===== config.mk =====
export PLATFORM = sky130hd
export DESIGN_NAME = video_pixel_unpacker
export DESIGN_NICKNAME = d
export VERILOG_FILES = /design/src/rtl/video_pixel_unpacker.sv
export SDC_FILE = /design/constraint.sdc
export NUM_CORES = 1
export LEC_CHECK = 0
export ABC_AREA = 0
export CAP_MARGIN = 20
export CORE_MARGIN = 4
export CORE_UTILIZATION = 35
export DETAILED_ROUTE_END_ITERATION = 16
export GPL_TIMING_DRIVEN = 0
export PLACE_DENSITY_LB_ADDON = 0.25
export SYNTH_ARGS = -nofsm -noshare
export SYNTH_HDL_FRONTEND = slang
export SYNTH_SLANG_ARGS = --single-unit

===== constraint.sdc =====
create_clock -name clk -period 9.62 [get_ports clk]
set_clock_uncertainty 0.05 [all_clocks]
set_input_delay 1.924 -clock clk [delete_from_list [all_inputs] [get_ports clk]]
set_output_delay 1.924 -clock clk [all_outputs]
set_load 0.05 [all_outputs]

===== src/rtl/video_pixel_unpacker.sv =====
// Streaming pixel unpacker: takes packed DMA words and emits one pixel per clock
// at 1/2/4/8/16 bpp, with per-line first-pixel skip and pixel repeat.
module video_pixel_unpacker #(
   parameter  int WORD_W = 32,
   localparam int IDX_W  = $clog2(WORD_W)
) (
   input  logic              clk,
   input  logic              reset,
   input  logic [2:0]        cfg_bpp,
   input  logic [1:0]        cfg_rep,
   input  logic              line_start,
   input  logic [IDX_W-1:0]  line_skip,
   input  logic [WORD_W-1:0] in_word,
   input  logic              in_valid,
   output logic              in_ready,
   output logic [15:0]       pix_out,
   output logic              pix_valid,
   input  logic              pix_ready,
   output logic              pix_first
);

   logic [WORD_W-1:0] hold;
   logic              have;
   logic              skip_pending;
   logic              first_pending;
   logic [IDX_W-1:0]  idx;
   logic [IDX_W-1:0]  skip_q;
   logic [IDX_W-1:0]  last_idx;
   logic [IDX_W-1:0]  sh;
   logic [1:0]        rep_cnt;
   logic [1:0]        rep_q;
   logic [2:0]        bpp_q;
   logic [2:0]        bpp_new;
   logic [15:0]       pix_mask;
   logic [15:0]       pix_next;
   logic              adv;
   logic              rep_done;
   logic              last;
   logic              accept;

   // Index of the last pixel in a word for a given log2(bpp); doubles as the skip mask.
   function automatic logic [IDX_W-1:0] top_idx(input logic [2:0] b);
      return IDX_W'((WORD_W >> b) - 1);
   endfunction

   assign bpp_new  = (cfg_bpp > 3'd4) ? 3'd4 : cfg_bpp;
   assign last_idx = top_idx(bpp_q);
   assign sh       = idx << bpp_q;

   always_comb begin
      case (bpp_q)
         3'd0:    pix_mask = 16'h0001;
         3'd1:    pix_mask = 16'h0003;
         3'd2:    pix_mask = 16'h000F;
         3'd3:    pix_mask = 16'h00FF;
         default: pix_mask = 16'hFFFF;
      endcase
   end

   assign pix_next = 16'(hold >> sh) & pix_mask;
   assign rep_done = (rep_cnt == rep_q);
   assign adv      = have && (!pix_valid || pix_ready) && !line_start;
   assign last     = adv && rep_done && (idx == last_idx);
   // Next word is taken in the cycle the last pixel leaves, so there is no bubble between words.
   assign in_ready = (!have || last) && !line_start && !reset;
   assign accept   = in_valid && in_ready;

   always_ff @(posedge clk or posedge reset) begin
      if (reset) begin
         hold          <= '0;
         have          <= 1'b0;
         idx           <= '0;
         rep_cnt       <= '0;
         bpp_q         <= '0;
         rep_q         <= '0;
         skip_pending  <= 1'b0;
         skip_q        <= '0;
         first_pending <= 1'b0;
         pix_out       <= '0;
         pix_valid     <= 1'b0;
         pix_first     <= 1'b0;
      end else if (line_start) begin
         have          <= 1'b0;
         pix_valid     <= 1'b0;
         pix_first     <= 1'b0;
         idx           <= '0;
         rep_cnt       <= '0;
         bpp_q         <= bpp_new;
         rep_q         <= cfg_rep;
         skip_pending  <= 1'b1;
         skip_q        <= line_skip & top_idx(bpp_new);
         first_pending <= 1'b1;
      end else begin
         if (adv) begin
            pix_out       <= pix_next;
            pix_valid     <= 1'b1;
            pix_first     <= first_pending;
            first_pending <= 1'b0;
            if (rep_done) begin
               rep_cnt <= '0;
               idx     <= idx + 1'b1;
            end else begin
               rep_cnt <= rep_cnt + 1'b1;
            end
            if (last) begin
               have <= 1'b0;
               idx  <= '0;
            end
         end else if (!have && pix_ready) begin
            pix_valid <= 1'b0;
            pix_first <= 1'b0;
         end
         if (accept) begin
            hold <= in_word;
            have <= 1'b1;
            if (skip_pending) begin
               idx          <= skip_q;
               skip_pending <= 1'b0;
            end
         end
      end
   end

endmodule


==> results of run 1 <==
per-stage QoR:
step                       power, W  instances  setup slack, ns
after global routing       0.001154        732            3.031
after CTS                  0.001106        732            3.132
final                      0.001097        732            3.168
after global placement    0.0007650        718            3.148
after floorplan           0.0006413        478            3.734
after detailed placement  0.0007694        718            3.145
how the worst max path moves through the flow:
stage | startpoint | to | cells past startpoint
after CTS | pix_ready | in_ready | 8
after global routing | pix_ready | in_ready | 8
after detailed placement | pix_ready | in_ready | 8
final | pix_ready | in_ready | 8
after global placement | pix_ready | in_ready | 8
after floorplan | line_start | in_ready | 6
cells in the mapped netlist, types with 2 or more instances:
master and number:
a211oi_1 5, a21o_1 3, a21oi_1 22, a21oi_2 2, a221oi_1 2, a22o_1 4, a311o_1 2, a31oi_1 8
a32o_1 6, and2_1 2, and3_1 4, buf_2 11, buf_4 4, buf_6 10, clkbuf_1 9, dfrtp_1 70
ha_1 2, inv_1 6, mux2_1 27, mux2_2 13, mux2i_1 60, mux2i_2 2, nand2_1 76, nand2b_1 8
nand3_1 20, nand4_1 2, nor2_1 17, nor2_2 3, nor2b_1 3, nor3_1 7, nor3b_1 4, o2111ai_1 2
o211ai_1 3, o21ai_0 7, o21ai_1 3, o22ai_1 2, o31ai_1 3, o32ai_1 5, or2_2 2, xnor2_1 5
xor2_1 6
critical path, delay by kind of cell:
family / cells / cell delay [ns]
buffers and inverters: 2 / 1.30
AND/OR/NAND/NOR: 5 / 1.09
AO/OA/AOI/OAI: 1 / 0.15
power breakdown:
part | total, W | switching (W) | internal, W
Clock | 0.000331 | 0.000119 | 0.000212
Sequential | 0.000394 | 0.0000455 | 0.000349
Combinational | 0.000372 | 0.000219 | 0.000153
Total | 0.00110 | 0.000383 | 0.000714
layer usage:
| metal | vias to the layer above | part of all wire [%] | track usage [%] |
|---|---|---|---|
| li1 | 1889 | - | - |
| met1 | 1993 | 48 | 24.57 |
| met2 | 133 | 46 | 27.80 |
| met3 | 14 | 4.6 | 3.988 |
| met4 | 0 | 1.5 | 5.158 |
| met5 | - | 0 | 0 |
sequential cells by signal (all words and copies together), names as in the netlist:
signal and count:
pix_first 1, idx 5, rep_q 2, skip_pending 1, pix_out 16, first_pending 1
rep_cnt 2, skip_q 5, hold 32, have 1, bpp_q 3, pix_valid 1
logic make-up after synthesis:
logic type,after synthesis
simple gates,156
mux,104
compound gates,92
flops,70
buf+inv,43
xor+xnor,11
fa+ha+maj,2
cell usage in the layout (no fill, tap or decap), types with 3 or more instances in the layout:
cell type        instances
a31oi_1                  8
a22o_1                   4
a21oi_1                 22
clkbuf_1                11
nor3_1                   7
dfrtp_1                 70
o21ai_0                  7
mux2i_1                 60
mux2_1                  27
nor2b_1                  3
nand3_1                 20
nor2_1                  17
nor3b_1                  4
nor2_2                   3
a32o_1                   6
mux2_2                  13
buf_6                   10
xnor2_1                  5
a211oi_1                 5
o31ai_1                  3
and3_1                   4
buf_2                   11
xor2_1                   6
buf_4                    4
clkdlybuf4s50_1         64
nand2b_1                 8
o21ai_1                  3
o32ai_1                  5
o211ai_1                 3
inv_1                    5
clkbuf_16                9
a21o_1                   3
nand2_1                 76
layout make-up:
| cell class | instances | area [um^2] |
|---|---|---|
| clock buffers | 13 | 260.3 |
| clock inverters | 1 | 30.03 |
| repair buffers | 64 | 640.6 |
| inverters | 7 | 28.78 |
| well taps | 176 | 220.2 |
| fillers | 1298 | 7351 |
| flip-flops and latches | 70 | 1752 |
| plain buffers | 36 | 250.2 |
| multi-input cells | 365 | 2710 |
==> impl_metrics.csv, run 1 <==
group,metric,value,unit
synthesis,synthSimpleGateAreaFrac,16.24,%
placed_design,gp_congestion,0.9707,
worst_setup_path,crit_type,"input port to output pin",
global_route,grt_usage,17.74,%
detailed_routing,drtAntennaViolNets,0,
synthesis,synthXorXnorAreaFrac,2.033,%
floorplanning,rows,42,
floorplanning,start_util,35.78,%
clock_tree,htree_levels,3,
clock_tree,ctsHoldBuffers,0,
placed_design,port_buffers,64,
synthesis,ys_top_cells_by_area,"dfrtp_1 37%, mux2i_1 13%, mux2_1 6.4%, nand2_1 6.0%, mux2_2 3.1%",
synthesis,synth-seq-cells,70,
clock_tree,clk_pin_slew,0.05,ns
run_status,status,"complete, no violations",
clock_tree,cts_buffer_depth,2,
worst_setup_path,crit_chain,"clkdlybuf4s50_1, nand2b_1, nand3b_1, nor2_2, and3_4, a31oi_4, nor3_1, clkdlybuf4s50_1",
timing,worstMarginPinSlew,0.8733,ns
worst_setup_path,r2r-start,"bpp_q[2]$_DFFE_PP0P_",
global_route,antenna_found_initial,0,
detailed_routing,wire_per_inst,18.71,um
worst_setup_path,regToRegSetupSlack,5.80,ns
layout,fin_nets,602,
synthesis,synthFlopType,"dfrtp_1",
layout,design_area,0.005892,mm^2
clock_tree,ctsResizeCount,0,
timing,period_needed,6.452,ns
synthesis,synth_top_family_by_area,"multiplexers",
timing,rsz0062_at_grt,"false",
placed_design,place_hpwl,10.40,mm
clock_tree,clk_latency,0.34,ns
timing,relSlewSlack,41.78,%
timing,fin_setup_tns,0,ns
timing,setup_viol,0,
worst_setup_path,cp.required,7.65,ns
clock_tree,post_cts_buffers,0,
layout,layout-drive-gt1-share,13.49,%
floorplanning,dieHeight,124.4,um
clock_tree,cts_tree,"yes",
global_route,grt_first_pass_wirelength,22.20,mm
synthesis,synth_edf_count,0,
detailed_routing,vias,4029,
detailed_routing,totalWireLength,13.70,mm
worst_setup_path,r2r-end,"hold[0]$_DFFE_PP0P_",
floorplanning,dieWidth,124.4,um
detailed_routing,drt-initial-drc-count,302,
clock_tree,root_buffer,"clkbuf_16",
hold_path,holdPathEnd,"pix_out[4]$_DFFE_PP0P_",
worst_setup_path,crit_path_top_delay_cell,"clkdlybuf4s50_1",
global_route,grt_max_degree,71,
global_route,grt_pass1_vias,4096,
detailed_routing,drt-vias-per-instance,5.504,
timing,fin_crit_sh,67.07,%
synthesis,synth_compound_area_share,14.84,%
synthesis,netlist_area,0.004738,mm^2
floorplanning,pin_count,66,
layout,antenna_cells,0,
worst_setup_path,critPathArrivalTime,4.48,ns
floorplanning,dieArea,0.01546,mm^2
power,p_leak,2.517,nW
power,pwr_density_cell,186.2,mW/mm^2
synthesis,synthMuxAreaShare,23.55,%
synthesis,synth_nets,527,
worst_setup_path,critPathMaxStageDelay,0.83,ns
synthesis,avgSynthCellArea,9.913,um^2
global_route,overflow,0,
timing,fin_hold_ws,0.4167,ns
synthesis,yosys.area.top_type,"dfrtp_1",
floorplanning,core,0.01324,mm^2
synthesis,synthAdderAreaFrac,0.5281,%
worst_setup_path,critPathLaunchType,"input port",
hold_path,hp-class,"register to register",
synthesis,ys_types,67,
synthesis,yosys_warnings,0,
layout,final_util,44.49,%
worst_setup_path,end_kind,"output pin",
synthesis,syn_inst,478,
synthesis,ys_seq_area_share,36.97,%
worst_setup_path,crit_fanout,8,
hold_path,hold_depth,2,
clock_tree,numCtsBuffers,9,
clock_tree,clock-sinks,70,
synthesis,synth_top_area_share,36.97,%
flow_run,maxCapViolCount,0,
placed_design,dpl-instance-area,0.005602,mm^2
detailed_routing,post-route-drc-count,0,
timing,finalHoldViolations,0,
power,vdd_drop_max,0.1073,mV
hold_path,min-delay-start,"pix_out[4]$_DFFE_PP0P_",
worst_setup_path,r2r_cells,13,
timing,slew_viol_final,0,
worst_setup_path,cp_common_cell,"clkdlybuf4s50_1",
timing,fmaxAchievable,0.1550,GHz
detailed_routing,first_pass_iters,5,
layout,syn2layout_area_growth,24.35,%
synthesis,async_flop_share,100.0,%
No activity file was read; power rests on OpenSTA's default activity.
==> run 2, diff against run 1 <==
Clock period 9.62 ns to 6.5 ns, I/O delays scaled along.
==> results of run 2 <==
The final DEF is identical to that of run 1. Status: complete, no violations.
Among the figures that moved: setup slack after placement 3.145 ns -> 1.273 ns; clock-pin slew on the worst setup and hold paths 0.05 ns -> 0.06 ns; setup slack after layout 3.168 ns -> 1.185 ns; start point of the critical path pix_ready -> bpp_q[2]$_DFFE_PP0P_; register-to-register setup slack 5.80 ns -> 2.68 ns; total power 0.001097 W -> 0.001624 W; worst IR drop on VDD 0.1073 mV -> 0.1588 mV
==> run 3, diff against run 2 <==
Clock period 6.5 ns to 5 ns, I/O delays scaled along.
==> impl_metrics.csv, run 3 (same netlist as run 1, synthesis figures left out) <==
group,metric,value,unit
run_status,status,"complete, no violations",
floorplanning,rows,42,
placed_design,dp_slack,0.3638,ns
timing,worstMarginPinSlew,0.8753,ns
placed_design,port_buffers,64,
layout,layout-drive-gt1-share,13.67,%
floorplanning,dieWidth,124.4,um
detailed_routing,drtAntennaViolNets,0,
floorplanning,start_util,35.78,%
global_route,grt_first_pass_wirelength,22.20,mm
timing,fin_ws,0.4042,ns
clock_tree,cts_buffer_depth,2,
clock_tree,ctsHoldBuffers,0,
timing,finalHoldViolations,0,
global_route,antenna_found_initial,0,
worst_setup_path,end_kind,"output pin",
clock_tree,cts_tree,"yes",
worst_setup_path,crit_type,"register to output pin",
floorplanning,dieArea,0.01546,mm^2
detailed_routing,vias,4032,
layout,regMostFlops,"hold",
detailed_routing,wire_per_inst,18.76,um
power,p_leak,2.523,nW
hold_path,hp-class,"register to register",
global_route,grt_max_degree,71,
placed_design,place_hpwl,10.40,mm
floorplanning,dieHeight,124.4,um
worst_setup_path,critPathArrivalTime,3.55,ns
worst_setup_path,cp.required,3.95,ns
timing,fin_crit_sh,91.92,%
clock_tree,htree_levels,3,
floorplanning,pin_count,66,
layout,final_cell_mix,"76 x nand2_1, 70 x dfrtp_1, 63 x clkdlybuf4s50_1, 60 x mux2i_1, 27 x mux2_1",
detailed_routing,totalWireLength,13.73,mm
clock_tree,numCtsBuffers,9,
layout,nFillCells,1298,
layout,fin_nets,602,
timing,rsz0062_at_grt,"false",
clock_tree,clock-sinks,70,
timing,relSlewSlack,41.65,%
power,pwr_density_cell,358.5,mW/mm^2
power,vdd_drop_max,0.2061,mV
layout,largest_reg_flops,32,
detailed_routing,drt-initial-drc-count,290,
layout,syn2layout_area_growth,24.35,%
clock_tree,clk_pin_slew,0.06,ns
flow_run,maxCapViolCount,0,
timing,period_needed,4.596,ns
layout,reg_top3,"hold x32, pix_out x16",
global_route,grt_usage,17.74,%
timing,slew_viol_final,0,
placed_design,gp_congestion,0.9707,
layout,design_area,0.005892,mm^2
detailed_routing,post-route-drc-count,0,
layout,area.sequential,0.001752,mm^2
detailed_routing,first_pass_iters,5,
floorplanning,core,0.01324,mm^2
global_route,overflow,0,
clock_tree,clk_latency,0.34,ns
clock_tree,root_buffer,"clkbuf_16",
timing,setup_viol,0,
placed_design,dpl-instance-area,0.005602,mm^2
timing,fmaxAchievable,0.2176,GHz
clock_tree,post_cts_buffers,0,
worst_setup_path,critPathLaunchType,"register",
timing,fin_setup_tns,0,ns
worst_setup_path,crit_fanout,10,
layout,antenna_cells,0,
layout,layout_commonest_cell,"nand2_1",
global_route,grt_pass1_vias,4096,
detailed_routing,drt-vias-per-instance,5.508,
layout,multi_input_area,0.002710,mm^2
-- run 3: cell types whose count changed in the layout (fill, tap and decap cells not counted), sizes merged --
cell,delta
dlygate4sd2,+1
clkdlybuf4s50,-1
-- run 3: routing by layer --
| layer | vias up | wire length [um] | GRT usage [%] |
|---|---|---|---|
| met5 | - | 0 | 0 |
| met4 | 0 | 219 | 5.158 |
| met3 | 16 | 653 | 3.988 |
| met2 | 128 | 6289 | 27.80 |
| met1 | 1998 | 6566 | 24.57 |
| li1 | 1890 | - | - |
-- run 3: what timing repair did --
item,in CTS,in global routing
setup endpoints to repair,1,1
resized for setup,1,2
cloned,0,0
-- run 3: where the power goes --
group / internal (W) / switching [W] / total [W] / leakage, nW
Clock: 0.000408 / 0.000229 / 0.000637 / 0.142
Combinational: 0.000294 / 0.000422 / 0.000716 / 1.51
Sequential: 0.000671 / 0.0000871 / 0.000758 / 0.874
Total: 0.00137 / 0.000739 / 0.00211 / 2.52
-- run 3: final timing paths --
kind,start,end,slack [ns],cells after the start
worst max-delay path,bpp_q[2]$_DFFE_PP0P_,in_ready,0.40,12
worst min-delay path,pix_out[4]$_DFFE_PP0P_,pix_out[4]$_DFFE_PP0P_,0.42,2
worst max register to register,bpp_q[2]$_DFFE_PP0P_,hold[0]$_DFFE_PP0P_,1.30,13
worst min register to register,pix_out[4]$_DFFE_PP0P_,pix_out[4]$_DFFE_PP0P_,0.42,2
max in group asynchronous,reset,hold[19]$_DFFE_PP0P_,3.11,2
min in group asynchronous,reset,idx[4]$_DFF_PP0_,1.18,2
-- run 3: area by class of cell --
type                            count  share of cell area [%]
Clock buffer                       13                   4.417
Sequential cell                    70                   29.73
Multi-Input combinational cell    365                   46.00
Inverter                            7                  0.4884
Tap cell                          176                   3.738
Clock inverter                      1                  0.5097
Buffer                             36                   4.268
Timing Repair Buffer               64                   10.85
-- run 3: worst max-delay path, cell delays in order, from the launching register on --
cell,delay (ns)
dfrtp_1,0.34
buf_6,0.15
clkbuf_1,0.42
clkbuf_2,0.33
nand3_1,0.11
ha_1,0.25
nor3b_1,0.20
a21oi_1,0.07
o21ai_1,0.18
xnor2_1,0.22
a31oi_4,0.20
nor3_1,0.17
dlygate4sd2_1,0.55
-- run 3: through the flow --
stage | cells | hold slack (ns) | power [W] | util (%)
after floorplan | 478 | 0.3912 | 0.001234 | -
after global placement | 718 | 0.4068 | 0.001472 | 42.28
after detailed placement | 718 | 0.4117 | 0.001480 | 42.30
after CTS | 732 | 0.4262 | 0.002127 | 44.48
after global routing | 732 | 0.4408 | 0.002219 | 44.49
final | 732 | 0.4169 | 0.002112 | 44.49
